`config.mk`:
```
export PLATFORM = sky130hd
export DESIGN_NAME = immediate_encoder
export DESIGN_NICKNAME = d
export VERILOG_FILES = /design/src/rtl/immediate_encoder_pkg.sv /design/src/rtl/imm_range_check.sv /design/src/rtl/immediate_encoder.sv
export SDC_FILE = /design/constraint.sdc
export NUM_CORES = 1
export LEC_CHECK = 0
export CAP_MARGIN = 40
export CORE_MARGIN = 2
export CORE_UTILIZATION = 53
export CTS_BUF_LIST = sky130_fd_sc_hd__clkbuf_4
export CTS_CLUSTER_SIZE = 25
export DETAILED_ROUTE_END_ITERATION = 10
export GPL_ROUTABILITY_DRIVEN = 0
export GPL_TIMING_DRIVEN = 0
export PLACE_DENSITY = 0.88
export SLEW_MARGIN = 10
export SYNTH_ARGS = -nofsm -noshare
export SYNTH_HDL_FRONTEND = slang
export SYNTH_SLANG_ARGS = --single-unit
```
`constraint.sdc`:
```
create_clock -name clk -period 2.6 [get_ports clk]
set_input_delay 0.65 -clock clk [delete_from_list [all_inputs] [get_ports clk]]
set_output_delay 0.65 -clock clk [all_outputs]
set_load 0.005 [all_outputs]
```
`src/rtl/immediate_encoder_pkg.sv`:
```
// Shared type codes and error codes for the immediate encoder and the immediate decode.
package immediate_encoder_pkg;

    localparam logic [2:0] IMM_I = 3'b000;
    localparam logic [2:0] IMM_S = 3'b001;
    localparam logic [2:0] IMM_B = 3'b010;
    localparam logic [2:0] IMM_U = 3'b011;
    localparam logic [2:0] IMM_J = 3'b100;

    localparam logic [1:0] ERR_NONE  = 2'b00;
    localparam logic [1:0] ERR_RANGE = 2'b01;
    localparam logic [1:0] ERR_ALIGN = 2'b10;
    localparam logic [1:0] ERR_TYPE  = 2'b11;

endpackage

```
`src/rtl/imm_range_check.sv`:
```
// Combinational legality check of a signed immediate against its instruction format.
module imm_range_check
    import immediate_encoder_pkg::*;
#(
    parameter int unsigned XLEN = 64
) (
    input  logic [XLEN-1:0] imm_i,
    input  logic [2:0]      imm_type_i,
    output logic [1:0]      err_code_o
);

    // A value fits an N-bit signed slice when every bit above N-2 is a copy of the sign.
    logic fit12, fit13, fit21, fit32;

    assign fit12 = (&imm_i[XLEN-1:11]) | ~(|imm_i[XLEN-1:11]);
    assign fit13 = (&imm_i[XLEN-1:12]) | ~(|imm_i[XLEN-1:12]);
    assign fit21 = (&imm_i[XLEN-1:20]) | ~(|imm_i[XLEN-1:20]);
    assign fit32 = (&imm_i[XLEN-1:31]) | ~(|imm_i[XLEN-1:31]);

    always_comb begin
        err_code_o = ERR_NONE;
        case (imm_type_i)
            IMM_I, IMM_S: begin
                if (!fit12) err_code_o = ERR_RANGE;
            end
            IMM_B: begin
                if (imm_i[0])    err_code_o = ERR_ALIGN;
                else if (!fit13) err_code_o = ERR_RANGE;
            end
            IMM_U: begin
                if (|imm_i[11:0]) err_code_o = ERR_ALIGN;
                else if (!fit32)  err_code_o = ERR_RANGE;
            end
            IMM_J: begin
                if (imm_i[0])    err_code_o = ERR_ALIGN;
                else if (!fit21) err_code_o = ERR_RANGE;
            end
            default: err_code_o = ERR_TYPE;
        endcase
    end

endmodule

```
`src/rtl/immediate_encoder.sv`:
```
// Two-stage valid/ready pipeline that scatters a checked immediate into an RV64 instruction word.
module immediate_encoder
    import immediate_encoder_pkg::*;
#(
    parameter int unsigned XLEN  = 64,
    parameter int unsigned CNT_W = 16
) (
    input  logic             clk,
    input  logic             reset,
    input  logic             in_valid,
    output logic             in_ready,
    input  logic [XLEN-1:0]  in_imm,
    input  logic [2:0]       in_imm_type,
    input  logic [31:0]      in_base,
    output logic             out_valid,
    input  logic             out_ready,
    output logic [31:0]      out_instr,
    output logic             out_error,
    output logic [1:0]       out_err_code,
    output logic [CNT_W-1:0] err_count
);

    logic [1:0] chk_code;

    imm_range_check #(
        .XLEN(XLEN)
    ) u_range_check (
        .imm_i      (in_imm),
        .imm_type_i (in_imm_type),
        .err_code_o (chk_code)
    );

    // Stage 1: request with its verdict; only the low 32 immediate bits are ever placed.
    logic        s1_valid_q;
    logic [31:0] s1_imm_q;
    logic [2:0]  s1_type_q;
    logic [31:0] s1_base_q;
    logic [1:0]  s1_code_q;

    // Stage 2: the presented result.
    logic             s2_valid_q;
    logic [31:0]      s2_instr_q;
    logic             s2_error_q;
    logic [1:0]       s2_code_q;
    logic [CNT_W-1:0] cnt_q;

    logic        s2_load, s1_adv;
    logic [31:0] packed_d;

    assign s2_load  = !s2_valid_q || out_ready;
    assign s1_adv   = s1_valid_q && s2_load;
    assign in_ready = !s1_valid_q || s1_adv;

    always_comb begin
        packed_d = s1_base_q;
        case (s1_type_q)
            IMM_I: packed_d[31:20] = s1_imm_q[11:0];
            IMM_S: begin
                packed_d[31:25] = s1_imm_q[11:5];
                packed_d[11:7]  = s1_imm_q[4:0];
            end
            IMM_B: begin
                packed_d[31]    = s1_imm_q[12];
                packed_d[7]     = s1_imm_q[11];
                packed_d[30:25] = s1_imm_q[10:5];
                packed_d[11:8]  = s1_imm_q[4:1];
            end
            IMM_U: packed_d[31:12] = s1_imm_q[31:12];
            IMM_J: begin
                packed_d[31]    = s1_imm_q[20];
                packed_d[30:21] = s1_imm_q[10:1];
                packed_d[20]    = s1_imm_q[11];
                packed_d[19:12] = s1_imm_q[19:12];
            end
            default: ;
        endcase
        if (s1_code_q != ERR_NONE) packed_d = s1_base_q;
    end

    always_ff @(posedge clk) begin
        if (reset) begin
            s1_valid_q <= 1'b0;
            s1_imm_q   <= '0;
            s1_type_q  <= '0;
            s1_base_q  <= '0;
            s1_code_q  <= ERR_NONE;
            s2_valid_q <= 1'b0;
            s2_instr_q <= '0;
            s2_error_q <= 1'b0;
            s2_code_q  <= ERR_NONE;
            cnt_q      <= '0;
        end else begin
            if (in_ready) begin
                s1_valid_q <= in_valid;
                if (in_valid) begin
                    s1_imm_q  <= in_imm[31:0];
                    s1_type_q <= in_imm_type;
                    s1_base_q <= in_base;
                    s1_code_q <= chk_code;
                end
            end
            if (s2_load) begin
                s2_valid_q <= s1_valid_q;
                if (s1_valid_q) begin
                    s2_instr_q <= packed_d;
                    s2_error_q <= (s1_code_q != ERR_NONE);
                    s2_code_q  <= s1_code_q;
                end
            end
            if (s2_valid_q && out_ready && s2_error_q && (cnt_q != '1)) begin
                cnt_q <= cnt_q + CNT_W'(1);
            end
        end
    end

    assign out_valid    = s2_valid_q;
    assign out_instr    = s2_instr_q;
    assign out_error    = s2_error_q;
    assign out_err_code = s2_code_q;
    assign err_count    = cnt_q;

endmodule

```
# Word-level counts from Yosys, hierarchy flattened

Cells that the tools add are included.

Register bits: 122
Bits of input ports: 103
Output and inout port bits: 53
Word-level logic and storage cells: 66

Add/subtract/negate cells: 1
Equality and inequality tests: 9
Mux-type cells: 13
Bitwise operators: 8
Reductions and logical operators: 25

Operators by type and width:

| cell                    | count |
|---|---|
| $reduce_and A53 Y1      | 1 |
| $reduce_or A53 Y1       | 1 |
| $reduce_and A52 Y1      | 1 |
| $reduce_or A52 Y1       | 1 |
| $reduce_and A44 Y1      | 1 |
| $reduce_or A44 Y1       | 1 |
| $reduce_and A33 Y1      | 1 |
| $reduce_or A33 Y1       | 1 |
| $mux W32                | 1 |
| $pmux W7 S4             | 1 |
| $add A16 B1 Y16 const B | 1 |
| $ne A16 B16 Y1 const B  | 1 |
| $pmux W5 S3             | 1 |
| $eq A3 B2 Y1 const B    | 4 |
| $reduce_or A12 Y1       | 1 |
| $pmux W5 S2             | 1 |
| $mux W8                 | 1 |
| $pmux W2 S4             | 1 |
| $eq A3 B1 Y1 const B    | 2 |
| $eq A3 B3 Y1 const B    | 2 |
| $logic_not A3 Y1        | 2 |
| $mux W2                 | 3 |
| $reduce_or A2 Y1        | 3 |
| $logic_and A1 B1 Y1     | 4 |
| 7 further kinds         | 19 |

# Depth between registers and ports, before layout

Gate-level depths: netlist of run 1.

Word-level depth: 6
Depth in mapped cells: 7
Depth with buffers taken out: 6

# Cells and area by module

Synthesis of run 1 repeated with hierarchy kept, for this count alone.

Cells, all modules: 664
Area, all modules: 5275.1 um^2

By module, submodules not included:

| module            | times used | cells each | area an instance (um^2) | seq. area each (um^2) |
|---|---|---|---|---|
| immediate_encoder | 1          | 599        | 4890.9                  | 2442.3 |
| imm_range_check   | 1          | 65         | 384.1                   | 0.0 |

# Worst setup path after synthesis of run 1

No wires, ideal clock.

Kind: input -> register
Start point: input out_ready
End point: register s1_base_q[0]
Setup time: 70 ps
Arrival time: 1773 ps
Data required time: 2530 ps
Setup slack: 756 ps
Stages: 7
Buffers on the path: 2
Cell sequence: nor2b_1 > nand2_1 > nand2_1 > buf_2 > buf_1 > nand2_1 > a21oi_1

Cells in the longest elaborated chain, start to end: 4

Ends and longest elaborated chain:

| item                               | line                    | text |
|---|---|---|
| from (decl)                        | immediate_encoder.sv:16 | `input logic out_ready,` |
| $logic_or A1 B1 Y1                 | immediate_encoder.sv:50 | `assign s2_load = !s2_valid_q \|\| out_ready;` |
| $logic_and A1 B1 Y1                | immediate_encoder.sv:51 | `assign s1_adv = s1_valid_q && s2_load;` |
| $logic_or A1 B1 Y1                 | immediate_encoder.sv:52 | `assign in_ready = !s1_valid_q \|\| s1_adv;` |
| named net in_ready                 | immediate_encoder.sv:11 | `output logic in_ready,` |
| $reduce_and A2 Y1 (no source line) | --                      |  |
| to (signal assigned)               | immediate_encoder.sv:98 | `s1_base_q <= in_base;` |
| to (decl)                          | immediate_encoder.sv:37 | `logic [31:0] s1_base_q;` |

The timed path passes the listed nets, and every way through them passes these cells.
A chain may end at the register's enable or synchronous reset.

# Final worst setup path of run 1

Start point: register s2_valid_q, in the netlist out_valid
End point: output in_ready

Cells in the longest elaborated chain, start to end: 4

Ends and longest elaborated chain:

| item                   | line                     | text |
|---|---|---|
| from (decl)            | immediate_encoder.sv:41  | `logic s2_valid_q;` |
| from (signal assigned) | immediate_encoder.sv:103 | `s2_valid_q <= s1_valid_q;` |
| $logic_not A1 Y1       | immediate_encoder.sv:50  |  |
| $logic_or A1 B1 Y1     | immediate_encoder.sv:50  |  |
| $logic_and A1 B1 Y1    | immediate_encoder.sv:51  |  |
| $logic_or A1 B1 Y1     | immediate_encoder.sv:52  |  |
| to (decl)              | immediate_encoder.sv:11  |  |

Every way passes these cells.

==> impl_metrics.csv, run 1 <==
group,metric,value,unit
critical_path,cp.required,1.95,ns
logic_synthesis,yosysUniqueCellTypes,56,
floorplanning,start_util,54.2,%
critical_path,cp_cell_sequence,"nor2b_4, nand2_1, clkdlybuf4s50_1",
routing,avgRoutedWirePerCell,16.0,um
power_and_ir_drop,sw_frac_of_total,26.6,%
critical_path,crit_family,"buffers and inverters",
logic_synthesis,syn_inst,666,
power_and_ir_drop,seq_power_share,50.9,%
floorplanning,die_w,104,um
power_and_ir_drop,power_frac_comb,15.0,%
power_and_ir_drop,clkPwrFrac,34.1,%
final_layout,layout_commonest_cell,"nand2_1",
clock_network,cts_buffer_depth,2,
clock_network,cts_tree,"yes",
routing,firstDrtPassIters,6,
place,io_buffers,152,
grt,grt-ovfl-total,0,
final_layout,syn_to_final_growth,37.8,%
logic_synthesis,synthFlopType,"dfxtp_1",
clock_network,h-tree-depth,4,
routing,route.vias.total,5640,
routing,dr.first_iter.drc_count,449,
critical_path,start_kind,"register",
clock_network,clock_latency,0.52,ns
logic_synthesis,ys_warn_count,0,
floorplanning,io_pins,156,
logic_synthesis,async_flop_share,0,%
routing,drtAntennaViolNets,0,
run_status,status,"complete, no violations",
place,dp_hpwl,12000,um
power_and_ir_drop,p_per_area,548,nW/um2
timing,skew,0.0158,ns
grt,grt_pass1_vias,5392,
power_and_ir_drop,switchingPower,1.06,mW
routing,via_per_inst,5.74,
logic_synthesis,ys_seq_area_share,46.4,%
clock_network,cts_buffers,17,
timing,slew_viol_final,0,
final_layout,drive_gt1_share,5.30,%
clock_network,clkTransAtPathRegs,0.11,ns
timing,max_clock_freq,428,MHz
power_and_ir_drop,internal_power,2.92,mW
logic_synthesis,synth_seq_cells,122,
power_and_ir_drop,total_power,3.98,mW
timing,setup_viol,0,
routing,drc,0,
clock_network,postCtsSetupRepairBufs,0,
power_and_ir_drop,peakVddDrop,0.000319,V
timing,tightest_slew,0.702,ns
floorplanning,row_count,36,
floorplanning,core,9730,um2
grt,grt_max_degree,17,
routing,wirelength,15700,um
floorplanning,dieArea,10800,um2
timing,rsz0062_at_grt,"false",
timing,timing.final.crit_share,89.8,%
clock_network,cts_num_sinks,122,
critical_path,cp.arrival,1.68,ns
critical_path,worst-setup-path-type,"reg2out",
logic_synthesis,synth_edf_count,0,
clock_network,root_buffer,"clkbuf_4",
grt,grt_usage,28.7,%
critical_path,slowest_delay,0.47,ns
logic_synthesis,avgSynthCellArea,7.91,um2
timing,tns,0,ns
timing,relSlewSlack,52.9,%
logic_synthesis,postSynthNetCount,770,
critical_path,crit_fanout,5,
critical_path,path_buf_inv,1,
final_layout,layout_common_cells,"180 x nand2_1, 151 x clkdlybuf4s50_1, 122 x dfxtp_1",
hold_path,hold_path_class,"reg2reg",
critical_path,critPathSlowestCell,"clkdlybuf4s50_1",
floorplanning,die_y,104,um
grt,grt_pass1_wl,25000,um
timing,post-route-min-period,2.33,ns
final_layout,final_nets,941,
timing,hold_viol,0,
run,drv_cap,0,
power_and_ir_drop,p_leak,2.59,nW
critical_path,end_kind,"output port",
grt,grt_antenna_before_repair,1,
logic_synthesis,syn_area,5270,um2
## through the flow
stage                     setup slack [ns]  cells  area [um2]  util, %  hold WS [ns]
after floorplan                      0.756    666        5270        -         0.430
after global placement             -0.0972    951        6960     71.5         0.438
after detailed placement            -0.164    951        6960     71.5         0.445
after CTS                           0.0466    982        7250     74.5         0.453
after global routing                 0.164    983        7260     74.6         0.478
final                                0.266    983        7260     74.6         0.452
## cell families (layout without fill, tap and decap cells)
kind of cell               Yosys count  count (layout)  share of synthesized area, %
AOI/OAI and AO/OA                  154             154                          17.5
xor gates and xnor gates             8               8                          1.33
adders and majority gates            2               2                         0.427
buffers and inverters               43             226                          3.44
DFF                                122             122                          46.4
muxes                               17              17                          3.32
other                                0               1                             0
and+or+nand+nor                    320             320                          27.6
## registers in the layout, indices dropped and copies added (netlist names)
signal	count
out_error	1
out_err_code	2
out_valid	1
s1_base_q	32
s1_imm_q	32
s1_code_q	2
out_instr	32
s1_valid_q	1
err_count	16
s1_type_q	3
## worst paths after layout
path / start / end / slack [ns] / cells past startpoint
hold reg to reg: s1_base_q[5]$_SDFFE_PP0P_ / out_instr[5]$_SDFFE_PP0P_ / 0.45 / 2
setup reg to reg: s1_code_q[0]$_SDFFE_PP0P_ / out_instr[26]$_SDFFE_PP0P_ / 0.46 / 6
setup / recovery: out_valid$_SDFFE_PP0P_ / in_ready / 0.27 / 3
hold / removal: s1_base_q[5]$_SDFFE_PP0P_ / out_instr[5]$_SDFFE_PP0P_ / 0.45 / 2
## power by group through the flow
stage | clock network [mW] | logic (mW) | registers, mW
2_1_floorplan | 0 | 0.265 | 2.05
3_3_place_gp | 0 | 0.563 | 2.06
3_5_place_dp | 0 | 0.581 | 2.06
4_1_cts | 1.36 | 0.589 | 2.02
5_1_grt | 1.44 | 0.644 | 2.03
6_report | 1.36 | 0.597 | 2.02
## synth_stat cells, types with 2 or more instances
| master | number | share of area, % |
|---|---|---|
| a211oi_1 | 14 | 2.0 |
| a21oi_1 | 95 | 9.0 |
| a221oi_1 | 3 | 0.50 |
| a31oi_1 | 2 | 0.24 |
| a32o_1 | 2 | 0.38 |
| a32oi_1 | 2 | 0.33 |
| and3_2 | 2 | 0.28 |
| and4_1 | 3 | 0.50 |
| buf_1 | 8 | 0.57 |
| buf_2 | 2 | 0.19 |
| clkbuf_1 | 31 | 2.2 |
| dfxtp_1 | 122 | 46 |
| mux2_2 | 4 | 0.85 |
| mux2i_1 | 13 | 2.5 |
| nand2_1 | 180 | 13 |
| nand2b_1 | 8 | 0.95 |
| nand3_1 | 16 | 1.5 |
| nand3b_1 | 2 | 0.28 |
| nand4_1 | 18 | 2.1 |
| nor2_1 | 41 | 2.9 |
| nor2b_1 | 7 | 0.83 |
| nor3_1 | 9 | 0.85 |
| nor4_1 | 19 | 2.3 |
| o2111ai_1 | 2 | 0.33 |
| o211ai_1 | 10 | 1.4 |
| o21a_1 | 2 | 0.28 |
| o21ai_0 | 8 | 0.76 |
| o31ai_1 | 3 | 0.43 |
| or3_1 | 4 | 0.47 |
| or4_1 | 2 | 0.28 |
| xnor2_1 | 2 | 0.33 |
| xor2_1 | 6 | 1.0 |
## metal layers
metal  vias up  global-route usage (%)  routed length [um]
li1       2693                       -                   -
met1      2611                    33.3                6190
met2       296                    50.0                7750
met3        40                    7.55                1350
met4         0                    12.5                 442
met5         -                       0                   0
## worst register-to-register path: stages, from the launching register on
cell and delay, ns:
dfxtp_1 0.38, nor2_1 0.46, and2_0 0.37, clkbuf_1 0.39, nand3_1 0.19, o211ai_1 0.14
a21oi_1 0.09
## final cells by class
cell class | count | area [um2]
Sequential cell | 122 | 2440
Antenna cell | 1 | 2.50
Multi-Input combinational cell | 501 | 2650
Fill cell | 713 | 2470
Clock buffer | 18 | 135
Tap cell | 133 | 166
Buffer | 43 | 181
Clock inverter | 13 | 154
Timing Repair Buffer | 152 | 1520
## what timing repair did
action / CTS / global route
setup endpoints to repair: 1 / 1
hold buffers: 0 / 0
resized for setup: 1 / 2
gates cloned: 0 / 0
Note: power is estimated with default switching activity, not from simulation.
==> inputs of run 2 (changes only) <==
--- a/config.mk
+++ b/config.mk
@@ -6,6 +6,7 @@
 export NUM_CORES = 1
 export LEC_CHECK = 0
 export CAP_MARGIN = 40
+export CORE_ASPECT_RATIO = 2
 export CORE_MARGIN = 2
 export CORE_UTILIZATION = 53
 export CTS_BUF_LIST = sky130_fd_sc_hd__clkbuf_4
==> run 2 against run 1 <==
First-iteration DRC count fell by 21%. Critical path depth rose by 1. Fmax fell by 8.7%. Wire length rose by 4.4%. Worst hold slack improved by 0.012 ns. Global-route usage rose by 2.3 points. Final cell count rose by 0.10%. Register-to-register slack got worse by 0.03 ns. Sequential cell count did not move.
==> impl_metrics.csv, run 2 (same netlist as run 1, synthesis figures left out) <==
group,metric,value,unit
critical_path,start_kind,"input pin",
critical_path,crit_fanout,4,
clock_network,hold_buffers,0,
floorplanning,row_count,51,
grt,grt_antenna_before_repair,1,
clock_network,cts_tree,"yes",
hold_path,hold_path_class,"reg2reg",
floorplanning,die_w,74.5,um
final_layout,fin_util,74.7,%
power_and_ir_drop,p_leak,2.59,nW
floorplanning,io_pins,156,
power_and_ir_drop,peakVddDrop,0.000390,V
run_status,status,"complete, no violations",
timing,post-route-min-period,2.56,ns
power_and_ir_drop,p_per_area,537,nW/um2
clock_network,clkTransAtPathRegs,0.11,ns
timing,skew,0.0122,ns
final_layout,layout_common_cells,"180 x nand2_1, 152 x clkdlybuf4s50_1, 122 x dfxtp_1",
final_layout,final_nets,943,
final_layout,drive_gt1_share,5.52,%
clock_network,h-tree-depth,4,
critical_path,slowest_delay,0.55,ns
run,drv_cap,0,
timing,fin_ws,0.0438,ns
clock_network,root_buffer,"clkbuf_4",
place,io_buffers,152,
critical_path,reg2reg_slack,0.43,ns
timing,timing.final.crit_share,98.3,%
timing,max_clock_freq,391,MHz
routing,wirelength,16400,um
routing,firstDrtPassIters,5,
timing,rsz0062_at_grt,"false",
critical_path,cp.required,1.95,ns
routing,drtAntennaViolNets,0,
critical_path,path_common_cell,"clkdlybuf4s50_1",
timing,relSlewSlack,47.8,%
routing,dr.first_iter.drc_count,353,
clock_network,cts_buffer_depth,2,
clock_network,cts_buffers,17,
grt,grt_pass1_wl,25800,um
grt,grt-ovfl-total,0,
place,dp_hpwl,13000,um
routing,avgRoutedWirePerCell,16.7,um
final_layout,layout_commonest_cell,"nand2_1",
timing,tightest_slew,0.779,ns
critical_path,cp_cell_sequence,"clkdlybuf4s50_1, nor2b_4, nand2_1, clkdlybuf4s50_1",
floorplanning,core,9700,um2
floorplanning,die_y,145,um
critical_path,cp.arrival,1.91,ns
routing,drc,0,
critical_path,critPathSlowestCell,"clkdlybuf4s50_1",
critical_path,worst-setup-path-type,"in2out",
clock_network,cts_num_sinks,122,
final_layout,syn_to_final_growth,37.5,%
grt,grt_usage,31.0,%
grt,grt_max_degree,17,
critical_path,end_kind,"output port",
place,place_ws,-0.163,ns
timing,hold_viol,0,
clock_network,clock_latency,0.54,ns
routing,route.vias.total,5757,
routing,via_per_inst,5.85,
floorplanning,dieArea,10800,um2
grt,grt_pass1_vias,5708,
floorplanning,start_util,54.3,%
timing,setup_viol,0,
timing,slew_viol_final,0,
==> run 2: worst paths after layout <==
check | from | endpoint | cells after the start
worst max-delay path | out_ready | in_ready | 4
worst min-delay path | s1_base_q[17]$_SDFFE_PP0P_ | s1_base_q[17]$_SDFFE_PP0P_ | 2
worst max register to register | err_count[2]$_SDFFE_PP0P_ | err_count[9]$_SDFFE_PP0P_ | 5
worst min register to register | s1_base_q[17]$_SDFFE_PP0P_ | s1_base_q[17]$_SDFFE_PP0P_ | 2
==> run 2: area by class of cell <==
type | instances | area, um2
Clock buffer | 18 | 135
Clock inverter | 13 | 130
Fill cell | 746 | 2450
Timing Repair Buffer | 154 | 1540
Sequential cell | 122 | 2440
Antenna cell | 1 | 2.50
Buffer | 43 | 181
Multi-Input combinational cell | 501 | 2650
Tap cell | 132 | 165
==> run 2: routing by layer <==
| layer | global-route usage (%) | vias to the layer above | wire [um] |
|---|---|---|---|
| li1 | - | 2705 | - |
| met1 | 28.8 | 2667 | 5370 |
| met2 | 56.2 | 302 | 9090 |
| met3 | 7.29 | 83 | 954 |
| met4 | 20.3 | 0 | 1020 |
| met5 | 0 | - | 0 |
==> run 2: what timing repair did <==
item / 4_1_cts / 5_1_grt
buffers inserted: 0 / 2
endpoints found under the hold margin: 0 / 0
endpoints found under the setup margin: 1 / 1
resized for setup: 1 / 1
==> run 2: metrics by stage <==
stage                     area (um2)  setup TNS (ns)  hold WS [ns]  total power, mW  instances
final                           7250               0         0.463             3.89        984
after global routing            7250               0         0.471             4.03        984
after CTS                       7220               0         0.460             3.88        981
after detailed placement        6960           -2.17         0.448             2.65        950
after global placement          6960          -0.955         0.443             2.62        950
after floorplan                 5270               0         0.430             2.31        666
==> run 2: critical path: cells and delay by family <==
family	cells	cell delay, ns
buffers and inverters	2	1.06
and+or+nand+nor	2	0.19
==> run 2: power breakdown <==
| group | total [mW] | switching [mW] | internal, mW |
|---|---|---|---|
| clock | 1.27 | 0.705 | 0.564 |
| combinational | 0.600 | 0.299 | 0.301 |
| sequential | 2.02 | 0.0606 | 1.96 |
| total | 3.89 | 1.06 | 2.83 |
